[src/rtl/serial_adder_core_if.sv]
// Operand/result handshake bundle for serial_adder_core.
// With SERIAL_ADDER_ADDSUB_EN defined, a per-request subtract select is carried too.
interface serial_adder_core_if #(
  parameter int WIDTH = 8
);
  logic             in_valid;
  logic             in_ready;
  logic [WIDTH-1:0] a;
  logic [WIDTH-1:0] b;
  logic             cin;
`ifdef SERIAL_ADDER_ADDSUB_EN
  logic             sub;
`endif
  logic             out_valid;
  logic             out_ready;
  logic [WIDTH-1:0] sum;
  logic             cout;
  logic             ovf;

`ifdef SERIAL_ADDER_ADDSUB_EN
  modport master (output in_valid, a, b, cin, sub, out_ready,
                  input  in_ready, out_valid, sum, cout, ovf);
  modport slave  (input  in_valid, a, b, cin, sub, out_ready,
                  output in_ready, out_valid, sum, cout, ovf);
`else
  modport master (output in_valid, a, b, cin, out_ready,
                  input  in_ready, out_valid, sum, cout, ovf);
  modport slave  (input  in_valid, a, b, cin, out_ready,
                  output in_ready, out_valid, sum, cout, ovf);
`endif
endinterface

[src/rtl/serial_adder_core.sv]
// Multi-cycle adder: BITS_PER_CYCLE bits per clock, registered carry, valid/ready in and out.
// Optional macro SERIAL_ADDER_ADDSUB_EN adds a sub select (a - b via ~b plus carry-in 1).
module serial_adder_half (
  input  logic i_x,
  input  logic i_y,
  output logic o_s,
  output logic o_c
);
  assign o_s = i_x ^ i_y;
  assign o_c = i_x & i_y;
endmodule

module serial_adder_full (
  input  logic i_x,
  input  logic i_y,
  input  logic i_c,
  output logic o_s,
  output logic o_c
);
  logic w_s0, w_c0, w_c1;

  serial_adder_half u_h0 (.i_x(i_x),  .i_y(i_y), .o_s(w_s0), .o_c(w_c0));
  serial_adder_half u_h1 (.i_x(w_s0), .i_y(i_c), .o_s(o_s),  .o_c(w_c1));
  assign o_c = w_c0 | w_c1;
endmodule

module serial_adder_core #(
  parameter int WIDTH          = 8,
  parameter int BITS_PER_CYCLE = 1
) (
  input  logic                clk,
  input  logic                rst,
  serial_adder_core_if.slave  bus
);
  localparam int BPC   = (BITS_PER_CYCLE < 1) ? 1 : BITS_PER_CYCLE;
  localparam int STEPS = WIDTH / BPC;
  localparam int CW    = (STEPS > 1) ? $clog2(STEPS) : 1;

  if (WIDTH < 2 || BITS_PER_CYCLE < 1 || (WIDTH % BPC) != 0) begin : g_bad_param
    $error("serial_adder_core: WIDTH must be >= 2 and divisible by BITS_PER_CYCLE");
  end

  typedef enum logic [1:0] {S_IDLE, S_RUN, S_DONE} state_t;

  state_t           r_state;
  logic [WIDTH-1:0] r_a, r_b, r_acc, r_sum;
  logic [CW-1:0]    r_cnt;
  logic             r_carry, r_cout, r_ovf, r_out_valid;

  logic [BPC-1:0]   w_s;
  logic [BPC:0]     w_c;
  logic [WIDTH-1:0] w_acc_nxt;

  assign w_c[0] = r_carry;

  // One full adder per bit of the per-cycle slice; carry ripples across the slice.
  serial_adder_full u_fa [BPC-1:0] (
    .i_x (r_a[BPC-1:0]),
    .i_y (r_b[BPC-1:0]),
    .i_c (w_c[BPC-1:0]),
    .o_s (w_s),
    .o_c (w_c[BPC:1])
  );

  // New slice enters at the MSB end; after STEPS cycles the first slice sits at bit 0.
  assign w_acc_nxt = WIDTH'({w_s, r_acc} >> BPC);

  always_ff @(posedge clk) begin
    if (rst) begin
      r_state     <= S_IDLE;
      r_a         <= '0;
      r_b         <= '0;
      r_acc       <= '0;
      r_cnt       <= '0;
      r_carry     <= 1'b0;
      r_sum       <= '0;
      r_cout      <= 1'b0;
      r_ovf       <= 1'b0;
      r_out_valid <= 1'b0;
    end else begin
      case (r_state)
        S_IDLE: begin
          if (bus.in_valid) begin
            r_a     <= bus.a;
`ifdef SERIAL_ADDER_ADDSUB_EN
            r_b     <= bus.sub ? ~bus.b : bus.b;
            r_carry <= bus.sub | bus.cin;
`else
            r_b     <= bus.b;
            r_carry <= bus.cin;
`endif
            r_cnt   <= '0;
            r_acc   <= '0;
            r_state <= S_RUN;
          end
        end
        S_RUN: begin
          r_a     <= r_a >> BPC;
          r_b     <= r_b >> BPC;
          r_carry <= w_c[BPC];
          r_acc   <= w_acc_nxt;
          r_cnt   <= r_cnt + 1'b1;
          if (r_cnt == CW'(STEPS - 1)) begin
            r_sum       <= w_acc_nxt;
            r_cout      <= w_c[BPC];
            r_ovf       <= w_c[BPC] ^ w_c[BPC-1];
            r_out_valid <= 1'b1;
            r_state     <= S_DONE;
          end
        end
        S_DONE: begin
          if (bus.out_ready) begin
            r_out_valid <= 1'b0;
            r_state     <= S_IDLE;
          end
        end
        default: r_state <= S_IDLE;
      endcase
    end
  end

  assign bus.in_ready  = (r_state == S_IDLE) & ~rst;
  assign bus.out_valid = r_out_valid;
  assign bus.sum       = r_sum;
  assign bus.cout      = r_cout;
  assign bus.ovf       = r_ovf;
endmodule
[src/flat_wrapper.sv]
// flat-port wrapper written by rule: the top's interface ports become plain ports
module serial_adder_core_flat 
#(
  parameter int WIDTH          = 8,
  parameter int BITS_PER_CYCLE = 1
)
  (clk, rst, bus_in_valid, bus_a, bus_b, bus_cin, bus_out_ready, bus_in_ready, bus_out_valid, bus_sum, bus_cout, bus_ovf);
  serial_adder_core_if #(.WIDTH(WIDTH)) bus_i ();
  input  logic clk;
  input  logic rst;
  input wire logic [$bits(bus_i.in_valid)-1:0] bus_in_valid;
  input wire logic [$bits(bus_i.a)-1:0] bus_a;
  input wire logic [$bits(bus_i.b)-1:0] bus_b;
  input wire logic [$bits(bus_i.cin)-1:0] bus_cin;
  input wire logic [$bits(bus_i.out_ready)-1:0] bus_out_ready;
  output wire logic [$bits(bus_i.in_ready)-1:0] bus_in_ready;
  output wire logic [$bits(bus_i.out_valid)-1:0] bus_out_valid;
  output wire logic [$bits(bus_i.sum)-1:0] bus_sum;
  output wire logic [$bits(bus_i.cout)-1:0] bus_cout;
  output wire logic [$bits(bus_i.ovf)-1:0] bus_ovf;
  assign bus_i.in_valid = bus_in_valid;
  assign bus_i.a = bus_a;
  assign bus_i.b = bus_b;
  assign bus_i.cin = bus_cin;
  assign bus_i.out_ready = bus_out_ready;
  assign bus_in_ready = bus_i.in_ready;
  assign bus_out_valid = bus_i.out_valid;
  assign bus_sum = bus_i.sum;
  assign bus_cout = bus_i.cout;
  assign bus_ovf = bus_i.ovf;
  serial_adder_core #(.WIDTH(WIDTH), .BITS_PER_CYCLE(BITS_PER_CYCLE)) u_core (.clk(clk), .rst(rst), .bus(bus_i));
endmodule
[config.mk]
export PLATFORM = sky130hd
export DESIGN_NAME = serial_adder_core_flat
export DESIGN_NICKNAME = d
export VERILOG_FILES = /design/src/rtl/serial_adder_core_if.sv /design/src/rtl/serial_adder_core.sv /design/src/flat_wrapper.sv
export SDC_FILE = /design/constraint.sdc
export NUM_CORES = 1
export LEC_CHECK = 0
export BUFFER_PORTS_ARGS = -buffer_cell sky130_fd_sc_hd__clkbuf_2
export CORE_MARGIN = 2
export CORE_UTILIZATION = 40
export CTS_CLUSTER_DIAMETER = 40
export DETAILED_ROUTE_END_ITERATION = 6
export GPL_ROUTABILITY_DRIVEN = 1
export PLACE_DENSITY = 0.68
export SYNTH_ARGS = -nofsm -noshare
export SYNTH_HDL_FRONTEND = slang
export SYNTH_HIERARCHICAL = 1
export SYNTH_SLANG_ARGS = --single-unit
[constraint.sdc]
create_clock -name clk -period 2.75 [get_ports clk]
set_input_delay 0.55 -clock clk [delete_from_list [all_inputs] [get_ports clk]]
set_output_delay 0.55 -clock clk [all_outputs]
set_load 0.03 [all_outputs]
==> metrics.txt, run 1 <==
status finished, final reports clean; setup bufs post-CTS 0; final critical-path share of the clock period 0.6682; crit path max fanout 11; total number of clock tree sinks 40; measured slew at the worst slew-check pin 0.5116 ns; pin count of the biggest net entering global routing slightly above 40; share of the synthesized area in the top cell type 0.4762; Min-Delay Startpoint u_core/bus.sum[5]$_SDFFE_PP0P_; antenna violations before repair 0; number of top-level pins 33; number of storage elements in the synthesis netlist 40; series of cell instances along the critical path nor3_1, clkbuf_2; family with the most delay on the worst path flip-flops; most common cell in the netlist dfxtp_1; leakage power total 0.8013 nW; remaining design rule violation count 0; PwrDens 625.7 nW/um^2; arrival time of the worst setup path 1.29 ns; most used standard cells in the synthesized netlist 40 x dfxtp_1, 25 x a21oi_1, 18 x nand2_1; beginning of the worst register-to-register path u_core/r_b[0]$_SDFFE_PP0P_; Startpoint Class flip-flop; category of the critical setup timing path reg2out; Syn Inst Count 178; Clock Tree Buf Depth 2; worst path buffer plus inverter count 1; post-synth net total 203; buffer type at the clock tree root clkbuf_8; type of destination of the critical path output pin; drt initial violations 89; per-cell via count in the routed design 5.093; Async S/R FF share, synth 0; setup repair after global routing missed its margin false; std cell rows 23; EDFF count, synth 0; die area 4739 sq um; Max Cap Violations 0; cell taking the most area after synthesis dfxtp_1; origin of the worst setup path u_core/r_state[1]$_SDFFE_PP0P_; Buffers on Ports 32; final core occ 0.4795; fraction of final layout cells with drive strength greater than 1 0.3140; drt pass-1 iters 5; global-route usage over all layers 0.1492; layout overhead on the synthesized area 14.88%; antenna diode instance count 0; worst min-delay path category reg2reg; clock tree from TritonCTS yes; mapped cell area 1682 sq um; Antenna Violating Nets Remaining 0; routed length per placed instance ~13 microns; CTS Hold Bufs 0; TritonCTS buffer count 5; Slew Viols, Final 0; Hold Fails Final Rpt 0; Via Count 1,309; die boundary width just under 70 microns; H-tree Lvls 2; IR drop worst, VDD between 0.2 and 0.3 mV; via count of the first global-routing pass around 1,100; top post-synthesis cells by area dfxtp_1 48%, o221a_2 9.4%, a21oi_1 7.4%, a22oi_1 4.9%, nand2_1 4.0%; final cell area excluding filler cells between 1500 and 2000 sq um; post-synthesis sequential area ratio 0.4762; Syn Area/Cell 9.447 sq um; Total Neg Setup Slack 0 ns; standard cell core area slightly above 4000 sq um; master of the slowest instance on the critical path dfxtp_1; height of the die 68.84 microns; count of distinct cell types in the synthesized netlist 28; cell area after placement 1821 sq um; Required @ worst endpoint 2.20 ns; final global-route overflow total 0; worst slew margin relative to its limit 0.6587; count of cells resized by post-cts repair 0; clock latency at the later pin of the worst-skew pair about 0.29 ns; DP HPWL 2107 microns; final worst path period need 1.838 ns; setup skew after layout 0.007011 ns; starting density of the core 0.4174; minimum setup slack among reg-to-reg paths 1.28 ns; global-route wire length before repair 5202 microns; FMAX 0.5442 GHz; Yosys Warn Count 6; CTS clk-pin slew, worst paths roughly 0.080 ns; top_reg_cell synth dfxtp_1; Worst path max stage delay 0.45 ns; Setup violations, final 0; nets@finish between 200 and 250; Routed Wire Length roughly 3200 microns; global placer's final weighted congestion 0.7088
## final cells by class
cell class | count | area, sq um
Tap cell | 50 | 62.56
Inverter | 16 | 60.06
Multi-Input combinational cell | 108 | 714.4
Timing Repair Buffer | 35 | 182.7
Clock buffer | 5 | 68.82
Fill cell | 390 | 2097
Clock inverter | 3 | 42.54
Sequential cell | 40 | 800.8
## worst min-delay path, cell delays in order, from the launching register on
cell and delay, ns:
dfxtp_1 0.31, nand2_1 0.05, a21oi_1 0.05
## layer usage
layer	global-route usage	up-vias	wire length (microns)
met5	0	-	0
met4	0.05637	0	16
met3	0.05032	2	176
met2	0.2236	33	1451
met1	0.1980	603	1576
li1	-	671	-
## power breakdown
| group | internal, mW | leakage, nW | switching, mW |
|---|---|---|---|
| Sequential | 0.605 | 0.327 | 0.0181 |
| Clock | 0.268 | 0.0541 | 0.200 |
| Combinational | 0.0556 | 0.420 | 0.0617 |
## registers in the layout, summed over array words and instances, names as in the netlist
signal / flops
u_core/bus.cout: 1
u_core/bus.out_valid: 1
u_core/bus.ovf: 1
u_core/bus.sum: 8
u_core/r_a: 8
u_core/r_acc: 7
u_core/r_b: 8
u_core/r_carry: 1
u_core/r_cnt: 3
u_core/r_state: 2
## layout by cell type (no fill, tap or decap), drive strengths merged, types with 2 or more instances in the layout
master / instances
dfxtp: 40
clkbuf: 37
a21oi: 26
nand2: 19
nor2: 19
inv: 16
o221a: 15
a22oi: 11
ha: 4
buf: 3
nor3: 2
mux2i: 2
## path summary, 6_finish.rpt
kind         cells after the start                             end
min                              2  u_core/bus.sum[5]$_SDFFE_PP0P_
min reg2reg                      2  u_core/bus.sum[5]$_SDFFE_PP0P_
max reg2reg                      5     u_core/bus.ovf$_SDFFE_PP0P_
max                              2                    bus_in_ready
## logic make-up (layout without fill, tap and decap cells)
family                   Yosys count  count (layout)  share of synthesized area
buffers and inverters             30              59                    0.09895
AND/OR/NAND/NOR                   46              46                     0.1295
multiplexers                       2               2                    0.01191
flip-flops                        40              40                     0.4762
adder cells (fa/ha/maj)            4               4                    0.02976
XOR/XNOR                           1               1                   0.005209
AO/OA/AOI/OAI                     55              55                     0.2485
## stage by stage
step                setup slack (ns)  hold slack [ns]  power (mW)  std cells
floorplan                     0.6640           0.4316      0.7264        178
global placement               1.083           0.4451      0.7526        249
detailed placement             1.103           0.4487      0.7536        249
CTS                           0.9193           0.4643       1.225        257
global route                  0.8660           0.4854       1.275        257
finish                        0.9124           0.4588       1.209        257
(Power assumes the default switching activity.)
==> run 2: changes to the inputs <==
clock period = 1.8 ns   (was 2.75 ns; I/O delays follow)
==> run 2 against run 1 <==
  * Global-route usage rose by 0.41 points
  * Final area rose by 2.5%
  * Total power rose by 77%
  * Setup slack got worse by 0.75 ns
  * Clock-buffer cell count did not move
  * Register-to-register slack got worse by 0.96 ns
  * Sequential cell count did not move
  * Routed wire length rose by 0.81%
  * Clock skew barely moved
  * Non-clock buffer count did not move
  * Final cell count did not move
  * Die area did not move
==> metrics.txt, run 2 (synthesis gave the netlist of run 1 again) <==
final core occ 0.4913 (was 0.4795); routed length per placed instance 12.63 microns (was 12.53 microns); setup repair after global routing missed its margin false (unchanged); drt initial violations 90 (was 89); origin of the worst setup path u_core/r_state[1]$_SDFFE_PP0P_ (unchanged); Via Count 1,337 (was 1,309); commonest cells after routing, fill and taps aside 40 x dfxtp_1, 32 x clkbuf_2, 25 x a21oi_1 (unchanged); CTS Hold Bufs 0 (unchanged); DP HPWL 2114 microns (was 2107 microns); CTS clk-pin slew, worst paths 0.08 ns (about the same); buffer type at the clock tree root clkbuf_8 (unchanged); setup bufs post-CTS 0 (unchanged); std cell rows 23 (unchanged); layout overhead on the synthesized area 17.71% (was 14.88%); total number of clock tree sinks 40 (unchanged); Clock Tree Buf Depth 2 (unchanged); worst slew margin relative to its limit 0.6657 (was 0.6587); Min-Delay Startpoint bus_a[7] (was u_core/bus.sum[5]$_SDFFE_PP0P_); IR drop worst, VDD 0.5013 mV (was 0.2995 mV); Hold Fails Final Rpt 0 (unchanged); via count of the first global-routing pass 1,170 (was 1,146); standard cell core area 4029 sq um (unchanged); number of top-level pins 33 (unchanged); nets@finish 231 (unchanged); die boundary width 68.84 microns (unchanged); status finished, final reports clean (unchanged); global-route usage over all layers 0.1533 (was 0.1492); starting density of the core 0.4174 (unchanged); leakage power total 0.8255 nW (was 0.8013 nW); Slew Viols, Final 0 (unchanged); final critical-path share of the clock period 0.9124; antenna diode instance count 0 (unchanged); Routed Wire Length 3246 microns (was 3220 microns); Total Neg Setup Slack 0 ns (unchanged); Startpoint Class flip-flop (unchanged); clock tree from TritonCTS yes (unchanged); PwrDens 1081 nW/um^2 (was 625.7 nW/um^2); Buffers on Ports 32 (unchanged); height of the die 68.84 microns (unchanged); category of the critical setup timing path reg2out (unchanged); final global-route overflow total 0 (unchanged); pin count of the biggest net entering global routing 41 (unchanged); TritonCTS buffer count 5 (unchanged); Required @ worst endpoint 1.44 ns (was 2.20 ns); worst min-delay path category in2reg (was reg2reg); remaining design rule violation count 0 (unchanged); beginning of the worst register-to-register path u_core/r_a[0]$_SDFFE_PP0P_ (was u_core/r_b[0]$_SDFFE_PP0P_); most frequent standard cell in the layout excluding fill and tap cells dfxtp_1 (unchanged); final worst path period need 1.642 ns; crit path max fanout 11 (unchanged); global placer's final weighted congestion 0.7308 (was 0.7088); setup skew after layout 0.006691 ns (was 0.007011 ns); die area 4739 sq um (unchanged); Antenna Violating Nets Remaining 0 (unchanged); global-route wire length before repair 5340 microns (was 5202 microns); count of cells resized by post-cts repair 0 (unchanged); FMAX between 0.6 and 0.7 GHz; H-tree Lvls 2 (unchanged); fraction of final layout cells with drive strength greater than 1 0.3140 (unchanged); measured slew at the worst slew-check pin 0.5010 ns (was 0.5116 ns); antenna violations before repair 0 (unchanged); arrival time of the worst setup path 1.28 ns (was 1.29 ns); drt pass-1 iters 4 (was 5); Setup violations, final 0 (unchanged); clock latency at the later pin of the worst-skew pair 0.29 ns (about the same); type of destination of the critical path output pin (unchanged); Max Cap Violations 0 (unchanged); per-cell via count in the routed design 5.202 (was 5.093)
[run 2: metal layers]
layer / part of all wire / vias up / GRT usage
li1: - / 677 / -
met1: 0.52 / 633 / 0.2020
met2: 0.42 / 22 / 0.2320
met3: 0.049 / 5 / 0.05519
met4: 0.010 / 0 / 0.05147
met5: 0 / - / 0
[run 2: area by class of cell]
| class | count | area, sq um |
|---|---|---|
| sequential | 40 | 800.8 |
| fill | 403 | 2049 |
| tap | 50 | 62.56 |
| clock buffer | 5 | 68.82 |
| multi-input combinational | 108 | 714.4 |
| inverter | 16 | 60.06 |
| clock inverter | 3 | 90.09 |
| timing repair buffer | 35 | 182.7 |
[run 2: where the power goes]
| part | total, mW | switching (mW) | internal [mW] |
|---|---|---|---|
| logic | 0.179 | 0.0943 | 0.0849 |
| registers | 0.951 | 0.0278 | 0.924 |
| clock network | 1.01 | 0.315 | 0.694 |
| total | 2.14 | 0.437 | 1.70 |
[run 2: worst paths after layout]
kind	to	slack (ns)	depth (start not counted)
worst max-delay path	bus_in_ready	0.16	2
worst min-delay path	u_core/r_a[7]$_SDFFE_PP0P_	0.33	3
worst max register to register	u_core/bus.ovf$_SDFFE_PP0P_	0.32	5
worst min register to register	u_core/bus.sum[3]$_SDFFE_PP0P_	0.46	2
[run 2: through the flow]
step / setup slack [ns] / hold slack (ns) / instances / power [mW] / cell area, sq um
2_1_floorplan: 0.09403 / 0.4316 / 178 / 1.110 / 1682
3_3_place_gp: 0.3640 / 0.4454 / 249 / 1.150 / 1821
3_5_place_dp: 0.3368 / 0.4495 / 249 / 1.151 / 1821
4_1_cts: 0.1515 / 0.3327 / 257 / 2.159 / 1979
5_1_grt: 0.09473 / 0.3380 / 257 / 2.228 / 1979
6_report: 0.1576 / 0.3299 / 257 / 2.139 / 1979
[run 2: worst max-delay path: stages (launching register included)]
cell,delay (ns)
dfxtp_1,0.46
nor3_1,0.29
clkbuf_2,0.25
==> run 3: changes to the inputs <==
CELL_PAD_IN_SITES_DETAIL_PLACEMENT = 1   (was not set)
CELL_PAD_IN_SITES_GLOBAL_PLACEMENT = 2   (was not set)
CORE_UTILIZATION = 33   (was 40)
PLACE_DENSITY = 0.85   (was 0.68)
==> run 3 against run 2 <==
  * Combinational power rose by 6%
  * Setup slack got worse by 0.015 ns
  * Die area rose by 20%
  * Clock power fell by 28%
  * Sequential power fell by 0.5%
  * Via count rose by 0.15%
  * Final area fell by 1.1%
  * First-iteration DRC count fell by 43%
  * Core utilization fell by 8.5 points
  * Routed wire length rose by 14%
  * Maximum frequency fell by 0.89%
==> metrics.txt, run 3 (synthesis gave the netlist of run 1 again) <==
number of logic stages on the critical path including buffering 3 (was 2); layout overhead on the synthesized area 16.37% (was 17.71%); series of cell instances along the critical path buf_4, nor3_1, clkbuf_2 (was nor3_1, clkbuf_2); crit path max fanout 8 (was 11); Setup violations, final 0 (unchanged); measured slew at the worst slew-check pin 0.5387 ns (was 0.5010 ns); TritonCTS buffer count 5 (unchanged); worst path buffer plus inverter count 2 (was 1); IR drop worst, VDD 0.4375 mV (was 0.5013 mV); die area 5683 sq um (was 4739 sq um); type of destination of the critical path output pin (unchanged); Startpoint Class flip-flop (unchanged); remaining design rule violation count 0 (unchanged); count of cells resized by post-cts repair 0 (unchanged); Worst Reg-to-Reg Cells 5 (unchanged); setup repair after global routing missed its margin false (unchanged); antenna diode instance count 0 (unchanged); buffer type at the clock tree root clkbuf_8 (unchanged); Max Cap Violations 0 (unchanged); final worst path period need 1.657 ns (was 1.642 ns); Slew Viols, Final 0 (unchanged); fraction of final layout cells with drive strength greater than 1 0.3125 (was 0.3140); arrival time of the worst setup path 1.30 ns (was 1.28 ns); capturing point of the worst reg2reg path u_core/bus.ovf$_SDFFE_PP0P_ (unchanged); clock latency at the later pin of the worst-skew pair 0.29 ns (about the same); per-cell via count in the routed design 4.869 (was 5.202); Antenna Violating Nets Remaining 0 (unchanged); global placer's final weighted congestion 0.6823 (was 0.7308); via count of the first global-routing pass 1,391 (was 1,170); commonest cells after routing, fill and taps aside 40 x dfxtp_1, 32 x clkbuf_2, 25 x a21oi_1 (unchanged); minimum setup slack among reg-to-reg paths 0.31 ns (was 0.32 ns); Required @ worst endpoint 1.44 ns (about the same); most frequent standard cell in the layout excluding fill and tap cells dfxtp_1 (unchanged); total number of clock tree sinks 40 (unchanged); count of placed standard cells in the final layout, fillers left out 275 (was 257); worst slew margin relative to its limit 0.6407 (was 0.6657); antenna violations before repair 0 (unchanged); die boundary width 75.39 microns (was 68.84 microns); DP HPWL 2529 microns (was 2114 microns); height of the die 75.39 microns (was 68.84 microns); starting density of the core 0.3491 (was 0.4174); master of the slowest instance on the critical path dfxtp_1 (unchanged); Total Neg Setup Slack 0 ns (unchanged); Cells after DPL 267 (was 249); H-tree Lvls 2 (unchanged); Worst path max stage delay 0.38 ns (was 0.46 ns); origin of the worst setup path u_core/r_state[1]$_SDFFE_PP0P_ (unchanged); nets@finish 232 (was 231); status finished, final reports clean (unchanged); clock tree from TritonCTS yes (unchanged); drt initial violations 51 (was 90); Via Count 1,339 (was 1,337); CTS clk-pin slew, worst paths 0.08 ns (about the same); family with the most delay on the worst path buffers and inverters (was flip-flops); drt pass-1 iters 4 (unchanged); global-route wire length before repair 6182 microns (was 5340 microns); standard cell core area 4817 sq um (was 4029 sq um); Clock Tree Buf Depth 2 (unchanged); CTS Hold Bufs 0 (unchanged); std cell rows 25 (was 23); setup bufs post-CTS 0 (unchanged); Hold Fails Final Rpt 0 (unchanged); pin count of the biggest net entering global routing 41 (unchanged); Routed Wire Length 3696 microns (was 3246 microns); beginning of the worst register-to-register path u_core/r_a[0]$_SDFFE_PP0P_ (unchanged); capture point of the critical path bus_in_ready (unchanged); category of the critical setup timing path reg2out (unchanged); setup skew after layout 0.004325 ns (was 0.006691 ns); routed length per placed instance 13.44 microns (was 12.63 microns); worst min-delay path category in2reg (unchanged); final critical-path share of the clock period 0.9206 (was 0.9124); FMAX 0.6035 GHz (was 0.6089 GHz); Buffers on Ports 32 (unchanged); number of top-level pins 33 (unchanged); PwrDens 952.5 nW/um^2 (was 1081 nW/um^2); leakage power total 0.8078 nW (was 0.8255 nW); global-route usage over all layers 0.1466 (was 0.1533); final global-route overflow total 0 (unchanged)
run 3: changes by cell type in the layout (fill, tap and decap cells not counted), sizes merged:
cell / before / now
clkinv: 0 / 1
clkbuf: 37 / 38
buf: 3 / 4
bufinv: 3 / 1
run 3: where the power goes:
group / internal (mW) / switching [mW]
clock: 0.412 / 0.316
combinational: 0.0853 / 0.105
sequential: 0.924 / 0.0227
total: 1.42 / 0.443
run 3: layout make-up:
type	instances	area [sq um]
fill	594	2860
sequential	40	800.8
multi-input combinational	108	714.4
timing repair buffer	36	190.2
tap	67	83.83
clock buffer	6	72.57
inverter	16	60.06
clock inverter	2	35.03
run 3: worst min-delay path by stage:
| stage | cells after the start | from | slack [ns] | endpoint |
|---|---|---|---|---|
| after floorplan | 2 | u_core/r_acc[1]$_SDFFE_PP0P_ | 0.43 | u_core/bus.sum[0]$_SDFFE_PP0P_ |
| after global placement | 2 | u_core/bus.sum[7]$_SDFFE_PP0P_ | 0.45 | u_core/bus.sum[7]$_SDFFE_PP0P_ |
| after detailed placement | 2 | u_core/bus.sum[5]$_SDFFE_PP0P_ | 0.45 | u_core/bus.sum[5]$_SDFFE_PP0P_ |
| after CTS | 3 | bus_b[7] | 0.31 | u_core/r_b[7]$_SDFFE_PP0P_ |
| after global routing | 2 | bus_b[1] | 0.33 | u_core/r_b[1]$_SDFFE_PP0P_ |
| final | 3 | bus_b[7] | 0.32 | u_core/r_b[7]$_SDFFE_PP0P_ |
run 3: tightest hold or removal path, cell delays in order:
cell,delay (ns)
clkbuf_2,0.08
a22oi_1,0.07
nor2_1,0.08
run 3: stage by stage:
| stage | cell area (sq um) | setup slack, ns | util | hold WS [ns] | power [mW] |
|---|---|---|---|---|---|
| 6_report | 1957 | 0.1430 | 0.4062 | 0.3211 | 1.864 |
| 5_1_grt | 1957 | 0.04689 | 0.4062 | 0.3332 | 1.960 |
| 4_1_cts | 1957 | 0.1123 | 0.4062 | 0.3133 | 1.895 |
| 3_5_place_dp | 1849 | 0.3223 | 0.3839 | 0.4533 | 1.159 |
| 3_3_place_gp | 1849 | 0.3572 | 0.3839 | 0.4456 | 1.155 |
| 2_1_floorplan | 1682 | 0.09403 | - | 0.4316 | 1.110 |
run 3: layer usage:
layer  share of wire  wire (microns)  up-vias  track usage
met5               0               0        -            0
met1            0.47            1732      637       0.1756
met2            0.47            1732       21       0.2415
met3           0.043             158        7      0.03836
li1                -               -      674            -
met4           0.020              73        0      0.07602
